**src/rtl/tuart_cmd_rx.sv**
```systemverilog
`default_nettype none
// ============================================================================
//  Module   : tuart_cmd_rx
//  Purpose  : SUMP command receiver for the LogIP host link. Receives UART
//             words with 3-sample majority voting, optional parity and 1/2
//             stop bits. It assembles short (1-word) or long (CMD_WORDS-word)
//             commands and presents each one with a one-cycle strobe.
//  Ports    : clk_i        - system clock (single domain)
//             rst_in       - synchronous reset, active low
//             rx_i         - asynchronous UART line, idle high
//             data_o       - last complete command, word k at [k*WB +: WB]
//             stb_o        - one-cycle pulse, data_o valid
//             frame_err_o  - one-cycle pulse, stop bit sampled low
//             parity_err_o - one-cycle pulse, parity mismatch
//             timeout_o    - one-cycle pulse, partial command discarded
//  Revision : 1.0 - initial release
// ============================================================================
module tuart_cmd_rx #(
  parameter int WORD_BITS    = 8,
  parameter int CMD_WORDS    = 5,
  parameter int CLK_PER_BIT  = 16,
  parameter int PARITY_EN    = 0,
  parameter int PARITY_ODD   = 0,
  parameter int STOP_BITS    = 1,
  parameter int TIMEOUT_CLKS = 0
) (
  input  logic                           clk_i,
  input  logic                           rst_in,
  input  logic                           rx_i,
  output logic [WORD_BITS*CMD_WORDS-1:0] data_o,
  output logic                           stb_o,
  output logic                           frame_err_o,
  output logic                           parity_err_o,
  output logic                           timeout_o
);

  localparam int c_DW    = WORD_BITS * CMD_WORDS;
  localparam int c_ASM_W = WORD_BITS * (CMD_WORDS - 1);
  localparam int c_CNT_W = $clog2(CLK_PER_BIT);
  localparam int c_BIT_W = $clog2(WORD_BITS + 1);
  localparam int c_WC_W  = $clog2(CMD_WORDS + 1);
  localparam int c_MID   = CLK_PER_BIT / 2;

  localparam logic [c_CNT_W-1:0] c_SMP0 = c_CNT_W'(c_MID - 1);
  localparam logic [c_CNT_W-1:0] c_SMP1 = c_CNT_W'(c_MID);
  localparam logic [c_CNT_W-1:0] c_DEC  = c_CNT_W'(c_MID + 1);
  localparam logic [c_CNT_W-1:0] c_LAST = c_CNT_W'(CLK_PER_BIT - 1);
  localparam logic [c_BIT_W-1:0] c_NBIT = c_BIT_W'(WORD_BITS);
  localparam logic [c_WC_W-1:0]  c_WC_1 = c_WC_W'(1);
  localparam logic [c_WC_W-1:0]  c_WC_N = c_WC_W'(CMD_WORDS);
  localparam logic               c_ODD  = (PARITY_ODD != 0);
  localparam logic               c_STOP_LAST = (STOP_BITS == 2);

  localparam logic [2:0] c_IDLE   = 3'd0;
  localparam logic [2:0] c_START  = 3'd1;
  localparam logic [2:0] c_DATA   = 3'd2;
  localparam logic [2:0] c_PARITY = 3'd3;
  localparam logic [2:0] c_STOP   = 3'd4;
  localparam logic [2:0] c_BREAK  = 3'd5;

  logic               r_sync1;
  logic               r_rxs;
  logic [2:0]         r_state;
  logic [2:0]         w_nstate;
  logic [c_CNT_W-1:0] r_cnt;
  logic               r_s0;
  logic               r_s1;
  logic [c_BIT_W-1:0] r_bitn;
  logic               r_stopn;
  logic               r_bad;
  logic [WORD_BITS-1:0] r_shift;
  logic [c_ASM_W-1:0] r_asm;
  logic [c_WC_W-1:0]  r_wc;
  logic [c_DW-1:0]    r_data;
  logic               r_stb;
  logic               r_ferr;
  logic               r_perr;
  logic               r_tout;

  logic               w_dec;
  logic               w_bend;
  logic               w_maj;
  logic               w_ferr;
  logic               w_perr;
  logic               w_commit;
  logic               w_short;
  logic               w_long;
  logic               w_tout;
  logic [c_WC_W-1:0]  w_wc_inc;
  logic [c_DW-1:0]    w_full;

  assign w_dec  = (r_cnt == c_DEC);
  assign w_bend = (r_cnt == c_LAST);
  // Two stored samples plus the live one give the 3-sample vote at MID+1.
  assign w_maj  = (r_s0 & r_s1) | (r_s0 & r_rxs) | (r_s1 & r_rxs);

  // --------------------------------------------------------------------------
  // State register
  // --------------------------------------------------------------------------
  always_ff @(posedge clk_i) begin
    if (!rst_in) begin
      r_state <= c_IDLE;
    end else begin
      r_state <= w_nstate;
    end
  end

  // --------------------------------------------------------------------------
  // Next-state logic
  // --------------------------------------------------------------------------
  always_comb begin
    w_nstate = r_state;
    case (r_state)
      c_IDLE: begin
        if (!r_rxs) w_nstate = c_START;
      end
      c_START: begin
        if (w_dec && w_maj)  w_nstate = c_IDLE;
        else if (w_bend)     w_nstate = c_DATA;
      end
      c_DATA: begin
        if (w_bend && (r_bitn == c_NBIT))
          w_nstate = (PARITY_EN != 0) ? c_PARITY : c_STOP;
      end
      c_PARITY: begin
        // Good or bad parity alike moves on to the stop bit(s) to resync.
        if (w_bend) w_nstate = c_STOP;
      end
      c_STOP: begin
        // Leave at the decision point so a start bit right after the
        // stop bit is never missed.
        if (w_dec) begin
          if (!w_maj)                       w_nstate = c_BREAK;
          else if (r_stopn == c_STOP_LAST)  w_nstate = c_IDLE;
        end
      end
      c_BREAK: begin
        if (r_rxs) w_nstate = c_IDLE;
      end
      default: w_nstate = c_IDLE;
    endcase
  end

  // --------------------------------------------------------------------------
  // Output / event decode
  // --------------------------------------------------------------------------
  always_comb begin
    w_ferr   = (r_state == c_STOP) && w_dec && !w_maj;
    w_perr   = (r_state == c_PARITY) && w_dec && (((^r_shift) ^ w_maj) != c_ODD);
    // A word whose parity already failed is dropped rather than committed.
    w_commit = (r_state == c_STOP) && w_dec && w_maj &&
               (r_stopn == c_STOP_LAST) && !r_bad;
    w_wc_inc = r_wc + 1'b1;
    w_short  = w_commit && (w_wc_inc == c_WC_1) && !r_shift[WORD_BITS-1];
    w_long   = w_commit && (w_wc_inc == c_WC_N);
    w_full   = {r_shift, r_asm};
  end

  // --------------------------------------------------------------------------
  // Synchronizer, bit timing and word assembly
  // --------------------------------------------------------------------------
  always_ff @(posedge clk_i) begin
    if (!rst_in) begin
      r_sync1 <= 1'b1;
      r_rxs   <= 1'b1;
      r_cnt   <= '0;
      r_s0    <= 1'b1;
      r_s1    <= 1'b1;
      r_bitn  <= '0;
      r_stopn <= 1'b0;
      r_bad   <= 1'b0;
      r_shift <= '0;
      r_asm   <= '0;
      r_wc    <= '0;
      r_data  <= '0;
      r_stb   <= 1'b0;
      r_ferr  <= 1'b0;
      r_perr  <= 1'b0;
      r_tout  <= 1'b0;
    end else begin
      r_sync1 <= rx_i;
      r_rxs   <= r_sync1;

      // Counter is parked at 0 while waiting so START begins at count 0.
      if ((r_state == c_IDLE) || (r_state == c_BREAK) || w_bend) r_cnt <= '0;
      else                                                        r_cnt <= r_cnt + 1'b1;

      if (r_cnt == c_SMP0) r_s0 <= r_rxs;
      if (r_cnt == c_SMP1) r_s1 <= r_rxs;

      if (r_state != c_DATA)  r_bitn <= '0;
      else if (w_dec)         r_bitn <= r_bitn + 1'b1;

      if (r_state != c_STOP)      r_stopn <= 1'b0;
      else if (w_dec && w_maj)    r_stopn <= 1'b1;

      if (r_state == c_IDLE)  r_bad <= 1'b0;
      else if (w_perr)        r_bad <= 1'b1;

      // Any event that ends or aborts a command empties the assembly.
      if (w_perr || w_ferr || w_tout || w_short || w_long) begin
        r_wc    <= '0;
        r_asm   <= '0;
        r_shift <= '0;
      end else if (w_commit) begin
        r_asm[r_wc*WORD_BITS +: WORD_BITS] <= r_shift;
        r_wc <= w_wc_inc;
      end else if ((r_state == c_DATA) && w_dec) begin
        r_shift <= {w_maj, r_shift[WORD_BITS-1:1]};
      end

      if (w_short) begin
        r_data                <= '0;
        r_data[WORD_BITS-1:0] <= r_shift;
      end else if (w_long) begin
        r_data <= w_full;
      end

      r_stb  <= w_short | w_long;
      r_ferr <= w_ferr;
      r_perr <= w_perr;
      r_tout <= w_tout;
    end
  end

  // --------------------------------------------------------------------------
  // Inter-word timeout (only built when enabled)
  // --------------------------------------------------------------------------
  generate
    if (TIMEOUT_CLKS > 0) begin : g_timeout
      localparam int c_TO_W = $clog2(TIMEOUT_CLKS + 1);
      localparam logic [c_TO_W-1:0] c_TO_HIT = c_TO_W'(TIMEOUT_CLKS - 1);
      logic [c_TO_W-1:0] r_idle;
      logic              w_run;

      // Counting only while idle and high: a start edge stops and clears it.
      assign w_run  = (r_state == c_IDLE) && (r_wc != '0) && r_rxs;
      assign w_tout = w_run && (r_idle == c_TO_HIT);

      always_ff @(posedge clk_i) begin
        if (!rst_in) begin
          r_idle <= '0;
        end else if (w_run && !w_tout) begin
          r_idle <= r_idle + 1'b1;
        end else begin
          r_idle <= '0;
        end
      end
    end else begin : g_no_timeout
      assign w_tout = 1'b0;
    end
  endgenerate

  assign data_o       = r_data;
  assign stb_o        = r_stb;
  assign frame_err_o  = r_ferr;
  assign parity_err_o = r_perr;
  assign timeout_o    = r_tout;

endmodule
`default_nettype wire

```
**config.mk**
```make
export PLATFORM = sky130hd
export DESIGN_NAME = tuart_cmd_rx
export DESIGN_NICKNAME = d
export VERILOG_FILES = /design/src/rtl/tuart_cmd_rx.sv
export SDC_FILE = /design/constraint.sdc
export NUM_CORES = 1
export LEC_CHECK = 0
export BUFFER_PORTS_ARGS = -buffer_cell sky130_fd_sc_hd__buf_4
export CAP_MARGIN = 20
export CELL_PAD_IN_SITES_DETAIL_PLACEMENT = 0
export CELL_PAD_IN_SITES_GLOBAL_PLACEMENT = 1
export CORE_UTILIZATION = 44
export DETAILED_ROUTE_END_ITERATION = 8
export GPL_TIMING_DRIVEN = 0
export PLACE_DENSITY_LB_ADDON = 0.1
export SYNTH_ARGS = -nofsm -noshare
export SYNTH_HDL_FRONTEND = slang
export SYNTH_SLANG_ARGS = --single-unit
```
**constraint.sdc**
```tcl
create_clock -name clk_i -period 3 [get_ports clk_i]
set_input_delay 0.6 -clock clk_i [delete_from_list [all_inputs] [get_ports clk_i]]
set_output_delay 0.6 -clock clk_i [all_outputs]
set_load 0.05 [all_outputs]
```
==> results of run 1 <==
[sequential cells by signal, summed over array words and instances, names as in the netlist]
signal / cells
r_bitn: 4
r_state: 3
r_rxs: 1
r_bad: 1
r_sync1: 1
parity_err_o: 1
data_o: 40
r_cnt: 4
r_asm: 32
frame_err_o: 1
stb_o: 1
r_s0: 1
r_shift: 8
r_s1: 1
r_stopn: 1
r_wc: 3
[layout make-up]
type / instances / area share, %
Buffer: 41 / 4.91
Tap cell: 133 / 3.26
Clock buffer: 11 / 2.97
Clock inverter: 5 / 0.761
Sequential cell: 103 / 40.4
Inverter: 11 / 0.810
Timing Repair Buffer: 46 / 6.77
Multi-Input combinational cell: 368 / 40.1
[path summary, 6_finish.rpt]
kind	endpoint	cells past startpoint
max reg2reg	r_asm[3]	8
min reg2reg	r_rxs	1
max	r_asm[3]	8
min	r_rxs	1
[what timing repair did]
item / CTS / global route
gates resized for setup: 0 / 0
hold buffers: 0 / 0
setup endpoints to repair: 0 / 1
buffers inserted: 0 / 1
[report_power, final]
group / internal (W) / total (W) / switching [W]
combinational: 0.0000375 / 0.0000957 / 0.0000582
clock: 0.000354 / 0.000835 / 0.000481
sequential: 0.00137 / 0.00138 / 0.00000514
total: 0.00176 / 0.00231 / 0.000544
[layer usage]
| metal | share of wire, % | wire length, µm |
|---|---|---|
| met4 | 2.3 | 229 |
| met1 | 48 | 4680 |
| met3 | 3.2 | 314 |
| met5 | 0 | 0 |
| met2 | 47 | 4560 |
[cells by family (layout without fill, tap and decap cells)]
logic type                 count (synthesis)  in the layout
and+or+nand+nor                          229            229
DFF                                      103            103
AOI/OAI and AO/OA                         92             92
buffers and inverters                     52            114
muxes                                     18             18
xor gates and xnor gates                  16             16
adders and majority gates                 12             12
other                                      1              1
[through the flow]
step                setup slack [ns]  utilization (%)
floorplan                      0.864                -
global placement               0.348             50.4
detailed placement             0.292             50.4
CTS                            0.276             52.3
global route                   0.255             52.4
finish                         0.577             52.4
[cells in the final DEF, fill, tap and decap left out, types with 5 or more instances in the layout]
cell	synthesis	final
buf_2	15	15
mux2i_1	18	18
o21ai_0	7	7
buf_4	6	52
dfxtp_1	103	103
inv_1	11	11
buf_6	5	5
a21oi_1	69	69
ha_1	11	11
clkbuf_1	10	10
clkbuf_8	0	11
a211oi_1	8	8
xnor2_1	10	10
nor3b_1	7	7
nand2_1	115	115
nand3_1	23	23
xor2_1	5	5
nor2_1	49	49
nand4_1	10	10
==> impl_metrics.env, run 1 <==
export IMPL_first_pass_iters=4
export IMPL_synth_area_per_cell_um2=8.41
export IMPL_use_met1_pct=26.9
export IMPL_fp_dieH_um=102
export IMPL_totalWireLength_um=9790
export IMPL_max_clock_path_buffers=2
export IMPL_required_ns=3.25
export IMPL_grt_usage_pct=20.0
export IMPL_synthCells=523
export IMPL_layout_drive_gt1_share_pct=16.2
export IMPL_crit_chain="inv_1 -> ha_1 -> ha_1 -> nor4b_1 -> and3_1 -> clkbuf_2 -> mux2i_1 -> nor2_1"
export IMPL_synth_ff_type="dfxtp_1"
export IMPL_ant_nets=0
export IMPL_synth_seq_cells=103
export IMPL_nets=594
export IMPL_path_max_fanout=8
export IMPL_slowest_delay_ns=0.51
export IMPL_finalSetupViolCount=0
export IMPL_slew_headroom_pct=45.3
export IMPL_fmax_mhz=413
export IMPL_cp_slowest_cell="dfxtp_1"
export IMPL_dpl_instance_area_um2=4900
export IMPL_crit_start="r_wc[0]"
export IMPL_rows=36
export IMPL_synth_edf_count=0
export IMPL_drtIter0Drc=98
export IMPL_regArea_um2=2060
export IMPL_multi_input_area_um2=2040
export IMPL_cp_top_family="adder cells"
export IMPL_clk_pin_slew_ns=0.10
export IMPL_yosysMostFrequentCell="nand2_1"
export IMPL_synth_cell_types=46
export IMPL_reg2reg_slack_ns=0.58
export IMPL_num_antenna_cells=0
export IMPL_wl_per_cell_um=13.6
export IMPL_synth_mux_area_share_pct=4.10
export IMPL_worstHoldPathType="reg2reg"
export IMPL_critPathCaptureType="flip-flop"
export IMPL_dp_hpwl_um=6820
export IMPL_yosysWarningCount=0
export IMPL_drc=0
export IMPL_critical_path_arrival_ns=2.67
export IMPL_die_area_um2=10400
export IMPL_overflow=0
export IMPL_worst_pin_slew_ns=0.818
export IMPL_critPathKind="reg2reg"
export IMPL_startpoint_type="flip-flop"
export IMPL_synth_commonest_cells="115 x nand2_1, 103 x dfxtp_1, 69 x a21oi_1, 49 x nor2_1, 23 x nand3_1"
export IMPL_gp_congestion=0.853
export IMPL_cpMostUsedCell="ha_1"
export IMPL_synth_nets=537
export IMPL_slew_viol_final=0
export IMPL_grt_max_degree=18
export IMPL_final_cell_count_no_fill=718
export IMPL_via_per_inst=4.91
export IMPL_final_min_clock_period_ns=2.42
export IMPL_post_place_cells=701
export IMPL_fin_total_pwr_w=0.00231
export IMPL_min_period_over_period_pct=80.8
export IMPL_synth_top_area_share_pct=46.9
export IMPL_p_per_area_nw_per_um2=453
export IMPL_use_met3_pct=3.69
export IMPL_synth_compound_area_share_pct=11.7
export IMPL_antenna_found_initial=0
export IMPL_synth_xor_area_share_pct=3.50
export IMPL_grt_use_met2_pct=32.3
export IMPL_die_w_um=102
export IMPL_port_buffers=45
export IMPL_grt_pass1_vias=3145
export IMPL_synth_area_leaders="dfxtp_1 47%, nand2_1 9.8%, a21oi_1 7.9%"
export IMPL_synth_fa_ha_area_share_pct=3.39
export IMPL_worstHoldStart="r_sync1"
export IMPL_rsz0062_at_grt="no"
export IMPL_clock_sinks=103
export IMPL_core_area_um2=9730
export IMPL_ir_worst_vdd_mv=0.219
export IMPL_root_buffer="clkbuf_8"
export IMPL_area_growth_pct=16.0
export IMPL_timing_hold_ws_ns=0.421
export IMPL_cp_buffers_inverters=2
export IMPL_start_util_pct=45.2
export IMPL_ys_seq_area_share_pct=46.9
export IMPL_finalSetupTns_ns=0
export IMPL_async_flop_share_pct=0
export IMPL_max_cap_violations=0
export IMPL_gr_max_usage_layer="met2"
export IMPL_synth_area_um2=4400
export IMPL_clock_latency_ns=0.36
export IMPL_htree_levels=3
export IMPL_numCtsBuffers=9
export IMPL_final_area_um2=5100
export IMPL_status="completed"
export IMPL_via_count=3522
export IMPL_finalClockSkew_ns=0.0136
export IMPL_synth_top_area_cell="dfxtp_1"
export IMPL_synth_top_family_by_area="simple AND/OR/NAND/NOR gates"
export IMPL_nFillCells=1024
export IMPL_crit_reg2reg_launch="r_wc[0]"
export IMPL_hold_violations=0
export IMPL_synth_simple_gate_area_share_pct=23.7
export IMPL_power_leakage_nw=1.88
export IMPL_grt_pass1_wl_um=16000
export IMPL_cts_tree="yes"
export IMPL_ios=47
(Power assumes the default switching activity.)
==> inputs of run 2 (changes only) <==
--- a/config.mk
+++ b/config.mk
@@ -5,11 +5,12 @@
 export SDC_FILE = /design/constraint.sdc
 export NUM_CORES = 1
 export LEC_CHECK = 0
+export ABC_AREA = 1
 export BUFFER_PORTS_ARGS = -buffer_cell sky130_fd_sc_hd__buf_4
 export CAP_MARGIN = 20
 export CELL_PAD_IN_SITES_DETAIL_PLACEMENT = 0
 export CELL_PAD_IN_SITES_GLOBAL_PLACEMENT = 1
-export CORE_UTILIZATION = 44
+export CORE_UTILIZATION = 38
 export DETAILED_ROUTE_END_ITERATION = 8
 export GPL_TIMING_DRIVEN = 0
 export PLACE_DENSITY_LB_ADDON = 0.1
==> constraint.sdc (replaced) <==
create_clock -name clk_i -period 2.03 [get_ports clk_i]
set_input_delay 0.406 -clock clk_i [delete_from_list [all_inputs] [get_ports clk_i]]
set_output_delay 0.406 -clock clk_i [all_outputs]
set_load 0.05 [all_outputs]
==> run 2 against run 1 <==
The run now ends with design-rule violations left. Clock skew shrank 0.0068 ns. Critical path type unchanged. Critical path depth grew 3. Register-to-register slack lost 0.48 ns. Cell area grew 9.5%. Highest routed layer unchanged. Routed wire length grew 19%. Flip-flop and latch count is the same. Worst setup slack lost 0.48 ns. Non-clock buffer count shrank 11.
==> impl_metrics.env, run 2 <==
export IMPL_status="complete, but fails checks"
export IMPL_failed_checks="design-rule violations"
export IMPL_critical_path_arrival_ns=2.17
export IMPL_cp_buffers_inverters=3
export IMPL_layout_drive_gt1_share_pct=16.5
export IMPL_synth_seq_cells=103
export IMPL_synth_top_area_cell="dfxtp_1"
export IMPL_slew_viol_final=0
export IMPL_max_cap_violations=0
export IMPL_hold_buffers=0
export IMPL_fp_dieH_um=112
export IMPL_ir_worst_vdd_mv=0.650
export IMPL_crit_start="r_wc[0]"
export IMPL_grt_usage_pct=19.8
export IMPL_yosysMostFrequentCell="nor2_1"
export IMPL_hold_violations=0
export IMPL_synth_ff_type="dfxtp_1"
export IMPL_core_area_um2=11600
export IMPL_synth_area_leaders="dfxtp_1 45%, nor2_1 14%, nand2_1 7.3%"
export IMPL_final_min_clock_period_ns=1.93
export IMPL_slowest_delay_ns=0.38
export IMPL_top_layer="met4"
export IMPL_final_common_cell="nor2_1"
export IMPL_max_clock_path_buffers=2
export IMPL_yosysWarningCount=0
export IMPL_finalClockSkew_ns=0.00688
export IMPL_start_util_pct=39.7
export IMPL_synthCells=648
export IMPL_async_flop_share_pct=0
export IMPL_cp_slowest_cell="dfxtp_4"
export IMPL_path_max_fanout=11
export IMPL_synth_area_per_cell_um2=7.12
export IMPL_htree_levels=3
export IMPL_ant_nets=0
export IMPL_num_antenna_cells=0
export IMPL_synth_edf_count=0
export IMPL_finalSetupTns_ns=0
export IMPL_clock_latency_ns=0.35
export IMPL_drc=2
export IMPL_ios=47
export IMPL_cts_tree="yes"
export IMPL_totalWireLength_um=11600
export IMPL_power_leakage_nw=2.58
export IMPL_area_growth_pct=21.1
export IMPL_synth_mux_area_share_pct=0
export IMPL_fmax_mhz=518
export IMPL_root_buffer="clkbuf_16"
export IMPL_grt_pass1_wl_um=19500
export IMPL_synth_top_area_share_pct=44.7
export IMPL_required_ns=2.27
export IMPL_synth_cell_types=33
export IMPL_synth_compound_area_share_pct=10.6
export IMPL_die_w_um=112
export IMPL_startpoint_type="flip-flop"
export IMPL_port_buffers=45
export IMPL_numCtsBuffers=9
export IMPL_worstSetupPathDepth=11
export IMPL_via_per_inst=4.75
export IMPL_synth_commonest_cells="171 x nor2_1, 103 x dfxtp_1, 90 x nand2_1, 70 x inv_1, 63 x o21ai_0"
export IMPL_wl_per_cell_um=13.6
export IMPL_regToRegEndpoint="r_asm[4]"
export IMPL_synth_simple_gate_area_share_pct=30.9
export IMPL_crit_reg2reg_launch="r_wc[0]"
export IMPL_overflow=0
export IMPL_nFillCells=1187
export IMPL_rsz0062_at_grt="yes"
export IMPL_min_period_over_period_pct=95.1
export IMPL_reg2regPathDepth=11
export IMPL_critPathKind="reg2reg"
export IMPL_cpMostUsedCell="o21ai_0"
export IMPL_ys_seq_area_share_pct=44.7
export IMPL_grt_pass1_vias=3947
export IMPL_dp_hpwl_um=8370
export IMPL_synth_area_um2=4610
export IMPL_finalSetupViolCount=0
export IMPL_drtIter0Drc=210
export IMPL_antenna_found_initial=0
export IMPL_route_met2_wl_um=5320
export IMPL_critPathCapture="r_asm[4]"
export IMPL_worstHoldPathType="in2reg"
export IMPL_fin_total_pwr_w=0.00420
export IMPL_die_area_um2=12600
export IMPL_dr_wl_met3_um=409
export IMPL_synth_xor_area_share_pct=0.760
export IMPL_rows=39
export IMPL_multi_input_area_um2=2150
export IMPL_cp_top_family="adder cells"
export IMPL_gp_congestion=0.890
export IMPL_synth_fa_ha_area_share_pct=2.98
export IMPL_largest_reg_flops=40
export IMPL_reg2reg_slack_ns=0.1
export IMPL_m1WireLength_um=5800
export IMPL_p_per_area_nw_per_um2=752
export IMPL_synth_nets=662
export IMPL_clock_sinks=103
export IMPL_worst_slack_ns=0.0986
export IMPL_layout_common_cells="169 x nor2_1, 100 x dfxtp_1, 90 x nand2_1"
export IMPL_first_pass_iters=6
export IMPL_nets=724
export IMPL_synth_top_family_by_area="simple AND/OR/NAND/NOR gates"
export IMPL_clk_pin_slew_ns=0.07
export IMPL_pre_cts_ws_ns=-0.386
export IMPL_regArea_um2=2070
export IMPL_crit_chain="clkinv_4 -> buf_8 -> ha_2 -> ha_4 -> nor2_2 -> nand3_2 -> nor2_4 -> buf_4 -> o21ai_0 -> o21ai_0 -> nor2_1"
export IMPL_critPathCaptureType="flip-flop"
export IMPL_via_count=4075
export IMPL_grt_max_degree=16
[run 2: what timing repair did]
item | 4_1_cts | 5_1_grt
endpoints found under the hold margin | 0 | 0
resized for setup | 16 | 16
setup buffers | 2 | 4
endpoints found under the setup margin | 84 | 76
pin swaps | 2 | 2
[run 2: through the flow]
stage	area [µm²]	util (%)	std cells	hold WS, ns
2_1_floorplan	4620	-	648	0.393
4_1_cts	5510	47.5	853	0.229
3_3_place_gp	5140	44.2	836	0.398
6_report	5580	48.1	857	0.242
3_5_place_dp	5140	44.2	836	0.409
5_1_grt	5580	48.1	857	0.234
[run 2: logic make-up after synthesis]
kind of cell             count (synthesis)
adder cells (fa/ha/maj)                 11
AND/OR/NAND/NOR                        332
XOR/XNOR                                 4
buffers and inverters                  100
other                                    1
AO/OA/AOI/OAI                           97
flip-flops                             103
[run 2: how the worst min path moves through the flow]
stage	end	startpoint	slack (ns)	depth (start not counted)
after global routing	r_sync1	rx_i	0.23	2
after global placement	r_rxs	r_sync1	0.40	1
final	r_sync1	rx_i	0.24	2
after CTS	r_sync1	rx_i	0.23	2
after floorplan	r_rxs	r_sync1	0.39	1
after detailed placement	r_rxs	r_sync1	0.41	1
[run 2: cell type report]
cell class / instances / area share, %
plain buffers: 25 / 3.81
clock buffers: 12 / 4.59
clock inverters: 3 / 0.762
inverters: 75 / 5.24
multi-input cells: 445 / 38.5
flip-flops and latches: 103 / 37.0
well taps: 143 / 3.20
repair buffers: 51 / 6.86
[run 2: per-layer routing]
metal / track usage, % / vias to the layer above
met1: 26.3 / 1844
met2: 32.7 / 63
met3: 4.75 / 9
met5: 0 / -
met4: 4.71 / 0
li1: - / 2159
[run 2: power by group]
group / internal, W / total [W] / switching (W)
Clock: 0.00102 / 0.00178 / 0.000760
Sequential: 0.00205 / 0.00209 / 0.0000361
Combinational: 0.000112 / 0.000333 / 0.000221
==> inputs of run 3 (changes only) <==
--- a/config.mk
+++ b/config.mk
@@ -14,6 +14,7 @@
 export DETAILED_ROUTE_END_ITERATION = 8
 export GPL_TIMING_DRIVEN = 0
 export PLACE_DENSITY_LB_ADDON = 0.1
+export REMOVE_ABC_BUFFERS = 1
 export SYNTH_ARGS = -nofsm -noshare
 export SYNTH_HDL_FRONTEND = slang
 export SYNTH_SLANG_ARGS = --single-unit
==> run 3 against run 2 <==
The flow still finishes with violations (design-rule violations). Register-to-register slack got worse by 0.02 ns. Die area did not move. Combinational power fell by 1%. Worst hold slack barely moved. Via count fell by 1.5%. Critical path type unchanged. Flip-flop and latch count did not move.
==> impl_metrics.env, run 3 (synthesized netlist as in run 2, its figures left out) <==
export IMPL_slew_viol_final=0
export IMPL_numCtsBuffers=9
export IMPL_required_ns=2.32
export IMPL_ant_nets=0
export IMPL_dp_hpwl_um=7040
export IMPL_max_clock_path_buffers=2
export IMPL_nets=708
export IMPL_p_per_area_nw_per_um2=738
export IMPL_clk_pin_slew_ns=0.07
export IMPL_finalSetupTns_ns=0
export IMPL_via_per_inst=4.78
export IMPL_worstHoldStart="rx_i"
export IMPL_crit_start="r_wc[0]"
export IMPL_port_buffers=45
export IMPL_worst_pin_slew_ns=0.612
export IMPL_min_period_over_period_pct=96.2
export IMPL_core_area_um2=11600
export IMPL_clock_latency_ns=0.35
export IMPL_critPathKind="reg2reg"
export IMPL_first_pass_iters=6
export IMPL_cts_tree="yes"
export IMPL_htree_levels=3
export IMPL_antenna_found_initial=1
export IMPL_final_cell_count_no_fill=839
export IMPL_wl_per_cell_um=13.6
export IMPL_clock_sinks=103
export IMPL_hold_violations=0
export IMPL_hold_buffers=0
export IMPL_failed_checks="design-rule violations"
export IMPL_max_cap_violations=0
export IMPL_overflow=0
export IMPL_slew_headroom_pct=59.1
export IMPL_gp_congestion=0.804
export IMPL_status="complete, but fails checks"
export IMPL_finalClockSkew_ns=0.00561
export IMPL_drtIter0Drc=200
export IMPL_grt_max_degree=44
export IMPL_final_min_clock_period_ns=1.95
export IMPL_grt_usage_pct=18.4
export IMPL_utilization_pct=47.5
export IMPL_grt_pass1_vias=3740
export IMPL_critical_path_arrival_ns=2.24
export IMPL_final_common_cell="nor2_1"
export IMPL_die_w_um=112
export IMPL_worstHoldPathType="in2reg"
export IMPL_dpl_instance_area_um2=4980
export IMPL_area_growth_pct=19.6
export IMPL_rsz0062_at_grt="yes"
export IMPL_finalSetupViolCount=0
export IMPL_grt_pass1_wl_um=18200
export IMPL_largest_reg_flops=40
export IMPL_layout_common_cells="170 x nor2_1, 97 x dfxtp_1, 88 x nand2_1"
export IMPL_via_count=4012
export IMPL_fp_dieH_um=112
export IMPL_post_place_cells=812
export IMPL_path_max_fanout=21
export IMPL_critPathCaptureType="flip-flop"
export IMPL_drc=2
export IMPL_num_antenna_cells=0
export IMPL_rows=39
export IMPL_root_buffer="clkbuf_16"
export IMPL_crit_reg2reg_launch="r_wc[0]"
export IMPL_totalWireLength_um=11400
export IMPL_power_leakage_nw=2.51
export IMPL_fmax_mhz=512
export IMPL_ir_worst_vdd_mv=0.500
export IMPL_die_area_um2=12600
export IMPL_final_area_um2=5510
export IMPL_startpoint_type="flip-flop"
export IMPL_ios=47
export IMPL_start_util_pct=39.7
export IMPL_layout_drive_gt1_share_pct=14.9
[run 3: changes by cell type in the layout (fill, tap and decap cells not counted), moves of 3 or more]
cell / before / now
buf_6: 8 / 0
buf_2: 5 / 0
clkbuf_4: 3 / 0
clkbuf_8: 3 / 0
dfxtp_1: 100 / 97
dfxtp_2: 2 / 5
inv_2: 3 / 0
[run 3: timing repair]
| action | CTS | global route |
|---|---|---|
| setup buffers | 4 | 6 |
| gates resized for setup | 21 | 13 |
| pin swaps | 4 | 6 |
| setup endpoints to repair | 84 | 83 |
| cloned | 1 | 3 |
| hold endpoints to repair | 0 | 0 |
[run 3: per-stage QoR]
stage                     worst slack [ns]  hold WS [ns]  total power [W]
after floorplan                     -0.469         0.393          0.00237
after global placement               -1.11         0.425          0.00244
after CTS                          0.00326         0.230          0.00410
final                               0.0770         0.241          0.00407
after detailed placement             -1.14         0.421          0.00245
after global routing               -0.0305         0.243          0.00426
[run 3: report_power, final]
| group | total, W | internal (W) | switching, W | leakage, nW |
|---|---|---|---|---|
| clock network | 0.00165 | 0.000934 | 0.000718 | 0.131 |
| registers | 0.00209 | 0.00205 | 0.0000347 | 0.834 |
| logic | 0.000329 | 0.000103 | 0.000227 | 1.54 |
| total | 0.00407 | 0.00309 | 0.000979 | 2.51 |
[run 3: path summary, 6_finish.rpt]
path	endpoint	depth (start not counted)	slack (ns)
max	r_asm[7]	8	0.08
min	r_sync1	2	0.24
max reg2reg	r_asm[7]	8	0.08
min reg2reg	r_cnt[0]	1	0.45
[run 3: cell type report]
cell class | instances | area, µm²
multi-input cells | 448 | 2230
repair inverters | 1 | 5.00
clock inverters | 2 | 35.0
repair buffers | 56 | 440
inverters | 75 | 315
flip-flops and latches | 103 | 2070
fillers | 1231 | 6100
well taps | 143 | 179
clock buffers | 11 | 233
[run 3: worst max-delay path, cell delays in order (launching register included)]
cell and delay, ns:
dfxtp_4 0.41, ha_2 0.24, xor2_4 0.20, nor2_2 0.13, nand2_1 0.11, nand3_1 0.12
nor2_4 0.34, nand2_8 0.20, nor2_1 0.14
[run 3: layer usage]
layer / share of wire [%] / global-route usage [%]
met3: 3.7 / 4.70
met1: 48 / 23.9
met4: 1.1 / 5.42
met5: 0 / 0
met2: 47 / 30.1
